<file path="src/rtl/sipo_frame_n_pkg.sv">
// Shared constants for the serial-in/parallel-out framing stage.
package sipo_frame_n_pkg;

  // Framing FSM state encoding. HOLD is the only state in which a word is presented.
  localparam logic ST_FILL = 1'b0;
  localparam logic ST_HOLD = 1'b1;

  // Default frame width.
  localparam int unsigned WORD_N = 4;

endpackage

</file>
<file path="src/rtl/sipo_bit_counter.sv">
// Counts accepted bits within the current partial frame; wraps from n-1 back to 0.
module sipo_bit_counter #(
  parameter int unsigned n  = 4,
  parameter int unsigned CW = 2
) (
  input  logic          clk,
  input  logic          reset_n,
  input  logic          inc,
  input  logic          clr,
  output logic [CW-1:0] count,
  output logic          last
);

  localparam logic [CW-1:0] LastVal = CW'(n - 1);

  logic [CW-1:0] count_q;
  logic [CW-1:0] count_d;

  assign count = count_q;
  assign last  = (count_q == LastVal);

  // Next count: clear wins, otherwise step and wrap on the final bit of a frame.
  always_comb begin
    count_d = count_q;
    if (clr) begin
      count_d = '0;
    end else if (inc) begin
      count_d = last ? '0 : count_q + CW'(1);
    end
  end

  // Count register.
  always_ff @(posedge clk or negedge reset_n) begin
    if (!reset_n) begin
      count_q <= '0;
    end else begin
      count_q <= count_d;
    end
  end

endmodule

</file>
<file path="src/rtl/sipo_frame_n.sv">
// Serial-in/parallel-out framing stage: assembles n serial bits (LSB first) into a word and
// holds it behind a valid/ack handshake. Bits arriving while a word is held and not being
// acknowledged are dropped and flagged on a sticky overrun.
module sipo_frame_n
  import sipo_frame_n_pkg::*;
#(
  parameter int unsigned n  = WORD_N,
  parameter int unsigned CW = (n > 1) ? $clog2(n) : 1
) (
  input  logic          clk,
  input  logic          reset_n,
  input  logic          clear,
  input  logic          serial_in,
  input  logic          shift_en,
  input  logic          word_ack,
  output logic [n-1:0]  word,
  output logic          word_valid,
  output logic [CW-1:0] bit_count,
  output logic          overrun
);

  logic          state_q, state_d;
  logic [n-1:0]  shreg_q, shreg_d;
  logic [n-1:0]  word_q, word_d;
  logic          overrun_q, overrun_d;

  logic [n-1:0]  shifted;
  logic          accept;
  logic          complete;
  logic          drop;
  logic          cnt_last;

  // A bit is taken in FILL, or in HOLD when the held word is acknowledged in the same cycle.
  assign accept   = shift_en & ~clear & ((state_q == ST_FILL) | word_ack);
  assign complete = accept & cnt_last;
  assign drop     = shift_en & ~clear & (state_q == ST_HOLD) & ~word_ack;

  // New bits enter at the MSB so the first bit of a frame ends up in bit 0.
  if (n == 1) begin : g_shift_one
    assign shifted = serial_in;
  end else begin : g_shift_many
    assign shifted = {serial_in, shreg_q[n-1:1]};
  end

  sipo_bit_counter #(
    .n  (n),
    .CW (CW)
  ) u_bit_counter (
    .clk     (clk),
    .reset_n (reset_n),
    .inc     (accept),
    .clr     (clear),
    .count   (bit_count),
    .last    (cnt_last)
  );

  // Next-state for FSM, shift register, word register and overrun flag.
  always_comb begin
    state_d   = state_q;
    shreg_d   = shreg_q;
    word_d    = word_q;
    overrun_d = overrun_q;

    if (clear) begin
      state_d   = ST_FILL;
      shreg_d   = '0;
      word_d    = '0;
      overrun_d = 1'b0;
    end else begin
      if (accept) begin
        shreg_d = shifted;
      end
      if (complete) begin
        word_d = shifted;
      end
      if (drop) begin
        overrun_d = 1'b1;
      end

      case (state_q)
        ST_FILL: begin
          if (complete) begin
            state_d = ST_HOLD;
          end
        end
        ST_HOLD: begin
          // For n=1 the bit accepted alongside the ack completes the next word at once.
          if (word_ack) begin
            state_d = complete ? ST_HOLD : ST_FILL;
          end
        end
        default: state_d = ST_FILL;
      endcase
    end
  end

  // State registers, all asynchronously reset.
  always_ff @(posedge clk or negedge reset_n) begin
    if (!reset_n) begin
      state_q   <= ST_FILL;
      shreg_q   <= '0;
      word_q    <= '0;
      overrun_q <= 1'b0;
    end else begin
      state_q   <= state_d;
      shreg_q   <= shreg_d;
      word_q    <= word_d;
      overrun_q <= overrun_d;
    end
  end

  // Word goes to the downstream OR-reduction unchanged; valid is a direct decode of the state flop.
  assign word       = word_q;
  assign word_valid = (state_q == ST_HOLD);
  assign overrun    = overrun_q;

endmodule
</file>
<file path="config.mk">
export PLATFORM = sky130hd
export DESIGN_NAME = sipo_frame_n
export DESIGN_NICKNAME = d
export VERILOG_FILES = /design/src/rtl/sipo_frame_n_pkg.sv /design/src/rtl/sipo_bit_counter.sv /design/src/rtl/sipo_frame_n.sv
export SDC_FILE = /design/constraint.sdc
export NUM_CORES = 1
export LEC_CHECK = 0
export BUFFER_PORTS_ARGS = -buffer_cell sky130_fd_sc_hd__buf_2
export CAP_MARGIN = 20
export CORE_AREA = 5 5 42 44
export CTS_CLUSTER_DIAMETER = 200
export DETAILED_ROUTE_END_ITERATION = 7
export DIE_AREA = 0 0 47 49
export HOLD_SLACK_MARGIN = 0.1
export PLACE_DENSITY = 0.67
export SLEW_MARGIN = 20
export SYNTH_ARGS = -nofsm -noshare
export SYNTH_HDL_FRONTEND = slang
export SYNTH_HIERARCHICAL = 1
export SYNTH_SLANG_ARGS = --single-unit
</file>
<file path="constraint.sdc">
create_clock -name clk -period 1.3 [get_ports clk]
set_clock_uncertainty 0.05 [all_clocks]
set_input_delay 0.26 -clock clk [delete_from_list [all_inputs] [get_ports clk]]
set_output_delay 0.26 -clock clk [all_outputs]
set_load 0.005 [all_outputs]
</file>
# Yosys cells after proc, flatten, opt, wreduce, memory -nomap -nowiden
# Index checks and enable logic that the tools add are counted.
# word_totals
ff_bits	12
in_bits	6
output_inout_bits	8
word_cells	32
# op_classes
addsub	1
n_eq_ne	1
mux	13
bitwise	9
reduce_logical	3
# op_table
op	count
4-bit 2-to-1 mux	4
2-bit 2-to-1 mux	3
2-bit nonzero test	3
1-bit AND	5
1-bit 2-to-1 mux	5
1-bit NOT	3
2-bit by 1-bit adder with 2-bit output, second input constant	1
2-bit equality test, second input constant	1
1-bit case mux with 2 select lines	1
1-bit OR	1

# Logic depth before layout (Yosys ltp)
# logic_depth
word_depth	8
ltp_mapped	5
depth_no_buf	5

# Hierarchy
# The synthesis kept the hierarchy.
# by_module_without_submodules
mod	n_inst	cells_each	area_each_um2	seq_area_each_um2
sipo_frame_n	1	38	445.4	225.2
sipo_bit_counter	1	8	100.1	50.0

# Least setup slack after synthesis
# No wires, ideal clock.
# synth_timing
path_type	register to register
from	register state_q, in the netlist word_valid
to	register u_bit_counter.count_q[0], in the netlist u_bit_counter/count[0]
setup_ns	0.073
t_arrival_ns	1.177
t_required_ns	1.177
path_slack_ns	0.000
path_stages_with_launch	6
n_path_buf	0
synth_period_minus_slack_ns	1.300
cell_sequence	dfrtp_1 nand2b_2 nand3b_4 inv_1 or3b_1 a21oi_2
# synth_via
elab_chain_cells	4
# synth_rtl
element	line	text
start: declaration	sipo_frame_n.sv:22	logic state_q, state_d;
start signal: assignment	sipo_frame_n.sv:105	state_q <= state_d;
1-bit NOT	n/a	
1-bit OR	sipo_frame_n.sv:34	assign accept = shift_en & ~clear & ((state_q == ST_FILL) | word_ack);
1-bit AND	sipo_frame_n.sv:34	
named net accept	sipo_frame_n.sv:28	logic accept;
2-bit nonzero test (no source line)	n/a	
end signal: assignment	sipo_bit_counter.sv:37	count_q <= count_d;
end: declaration	sipo_bit_counter.sv:16	logic [CW-1:0] count_q;
# The timed path passes the listed nets, and every way through them passes these cells.
# A chain may end at the register's enable or synchronous reset.

# Final worst setup path
# Ends and elaborated chain as after synthesis.

==> qor.txt <==
Worst-path fanout max - 4
Clk pwr share - 0.345
Total I/O pin count - 14
Setup Crit Path Kind - flop to flop
Worst setup startpoint - word_valid
Vias in the first global route - 392
Core ar. - 1401 µm²
Max_slew headroom - 0.8345
Ant. Diodes - 0
Startpoint Class - flop
FF/Latch Area - 275.3 µm²
Yosys cell types - 20
Most used DFF post-synth - dfrtp_1
Final setup viols - 0
Critical Path End Type - flop
F_max - 0.7791 GHz
Vias - 407
HP Class - input pin to flop
Total grt overflow - 0
Initial antenna violation count - 0
Syn avg cell area - 11.86 µm²
Worst-path clk slew - 0.07 ns
Clock root buffer - clkbuf_4
Hold path startpoint - serial_in
Die Height - 49 µm
Area added between synthesis and finish - 29.36%
Worst Tran Pin Value - 0.2483 ns
Net count reported at finish - 76
Fillcell total - 142
Reg2reg start - word_valid
Period utilization - 0.9873
TritonCTS buffer count - 3
Max Cap Viol - 0
Arrival time worst endpoint - 1.43 ns
TritonCTS sink count - 11
DR iter-0 viols - 7
Power share of the combinational group - 0.112
CTS H-tree lvls - 1
Synth Instances - 46
Mapped cell area - 545.5 µm²
Design Power - 0.0006518 W
Placer Congestion - 0.6597
Multi-input gate area - 257.7 µm²
Int Pwr - 0.0005070 W
Residual DRC count - 0
First-pass GRT wire length - 1704 µm
Clk buf depth - 2
Area contributors post-synth - dfrtp_1 50%, mux2i_1 5.5%, mux2_4 5.5%
Slew Viols, Final - 0
Critical path required time - 1.44 ns
LEAKAGE - 0.3798 nW
Most frequent cell after synthesis - dfrtp_1
Register bit total from synthesis - 11
Hold slack - 0.2211 ns
Total track usage - 0.1041
Max VDD drop - 0.3798 mV
Die area - 2303 µm²
Hold Violations, Final - 0
RSZ-0062 raised after global routing - true
Synth top area share - 0.5046
Clock Latency Late Sink - 0.26 ns
Synth Warn # - 6
Seq/Total Area, Yosys - 0.5046
Row Count - 14
Dpl hpwl - 780.2 µm
Net Sw Frac - 0.2221
Antenna Nets Post-Route - 0
Leading area contributor after synthesis - dfrtp_1
Sequential cell fraction of total power - 0.544
Drt pass-1 iters - 4
Port Buffer Count - 13
DIE WIDTH - 47 µm
CTS tree - done
Share of cells above drive strength 1 - 0.5147
Async set-reset flop share out of synthesis - 1.000
Pin count of the biggest net entering global routing - 12
Period minus WS final - 1.284 ns
Mean routed wirelength per cell - 11.87 µm
Via-to-Cell Ratio - 4.845
Status - finished clean
NetSw - 0.0001447 W
Post-synth top cells - 11 x dfrtp_1, 4 x o21ai_0
Mapped Nets - 53
Pwr dens - 923.6 nW/µm²
Post-Route WL - 997 µm
Effective utilization at floorplan - 0.3893
Post-synth EDFFs - 0
-- flip-flops by register name, summed over array words and instances (netlist names) --
register,cells
overrun,1
shreg_q,3
u_bit_counter/count,2
word,4
word_valid,1
-- cell families (layout without fill, tap and decap cells) --
group	Yosys count	after routing	share of synthesized area
buffers and inverters	4	26	0.04128
adder cells (fa/ha/maj)	1	1	0.02293
AO/OA/AOI/OAI	9	9	0.08944
AND/OR/NAND/NOR	16	16	0.2317
multiplexers	5	5	0.1101
flip-flops	11	11	0.5046
-- path summary, 6_finish.rpt --
kind                                          end  slack, ns  cells after the start
setup / recovery           u_bit_counter/count[0]       0.02                      5
hold / removal                         shreg_q[3]       0.22                      2
setup reg to reg           u_bit_counter/count[0]       0.02                      5
hold reg to reg                           overrun       0.45                      2
max in group asynchronous              shreg_q[1]       0.65                      2
min in group asynchronous              word_valid       0.35                      2
-- power groups by stage --
stage | Combinational [W] | Sequential, W | Clock (W)
floorplan | 0.0000353 | 0.000362 | 0
global placement | 0.0000662 | 0.000361 | 0
detailed placement | 0.0000677 | 0.000361 | 0
CTS | 0.0000706 | 0.000354 | 0.000237
global route | 0.0000806 | 0.000355 | 0.000256
finish | 0.0000728 | 0.000354 | 0.000225
-- per-layer routing --
metal,global-route usage,share of wire
met5,0,0
met4,0.06912,0.013
met3,0.03321,0.064
met2,0.1425,0.48
met1,0.1347,0.44
-- placed cells by master, fill, tap and decap left out, drive strengths merged, types with 2 or more instances in the layout --
cell    count
mux2i       3
buf        18
clkbuf      4
nand2b      4
and2b       4
inv         3
mux2        2
dfrtp      11
o21ai       5
nor2        3
a21oi       4
-- critical path: stages (launching register included) --
cell	delay [ns]
dfrtp_1	0.41
nand2b_4	0.11
nand3b_4	0.09
inv_4	0.06
or3b_4	0.37
a21oi_2	0.12
-- layout make-up --
| class | count | share of cell area |
|---|---|---|
| multi-input combinational | 31 | 0.3652 |
| tap | 16 | 0.02837 |
| clock buffer | 4 | 0.03723 |
| sequential | 11 | 0.3901 |
| inverter | 3 | 0.01950 |
| timing repair buffer | 19 | 0.1596 |
-- what timing repair did --
item                                   in CTS  in global routing
pin swaps                                   0                  0
gates resized for setup                     1                  3
buffers inserted                            1                  1
hold buffers                                1                  0
endpoints found under the hold margin      11                  0
gates cloned                                0                  0
setup endpoints to repair                   1                  2
-- stage by stage --
| stage | std cells | TNS [ns] | util | setup slack (ns) | cell area [µm²] |
|---|---|---|---|---|---|
| after CTS | 83 | 0 | 0.4929 | 0.01163 | 690.7 |
| after global placement | 77 | 0 | 0.4616 | 0.02248 | 646.9 |
| final | 84 | 0 | 0.5036 | 0.01649 | 705.7 |
| after detailed placement | 77 | -0.01794 | 0.4616 | -0.01794 | 646.9 |
| after floorplan | 46 | 0 | - | 0.008141 | 550.5 |
| after global routing | 84 | -0.03856 | 0.5036 | -0.03856 | 705.7 |
(Power assumes the default switching activity.)
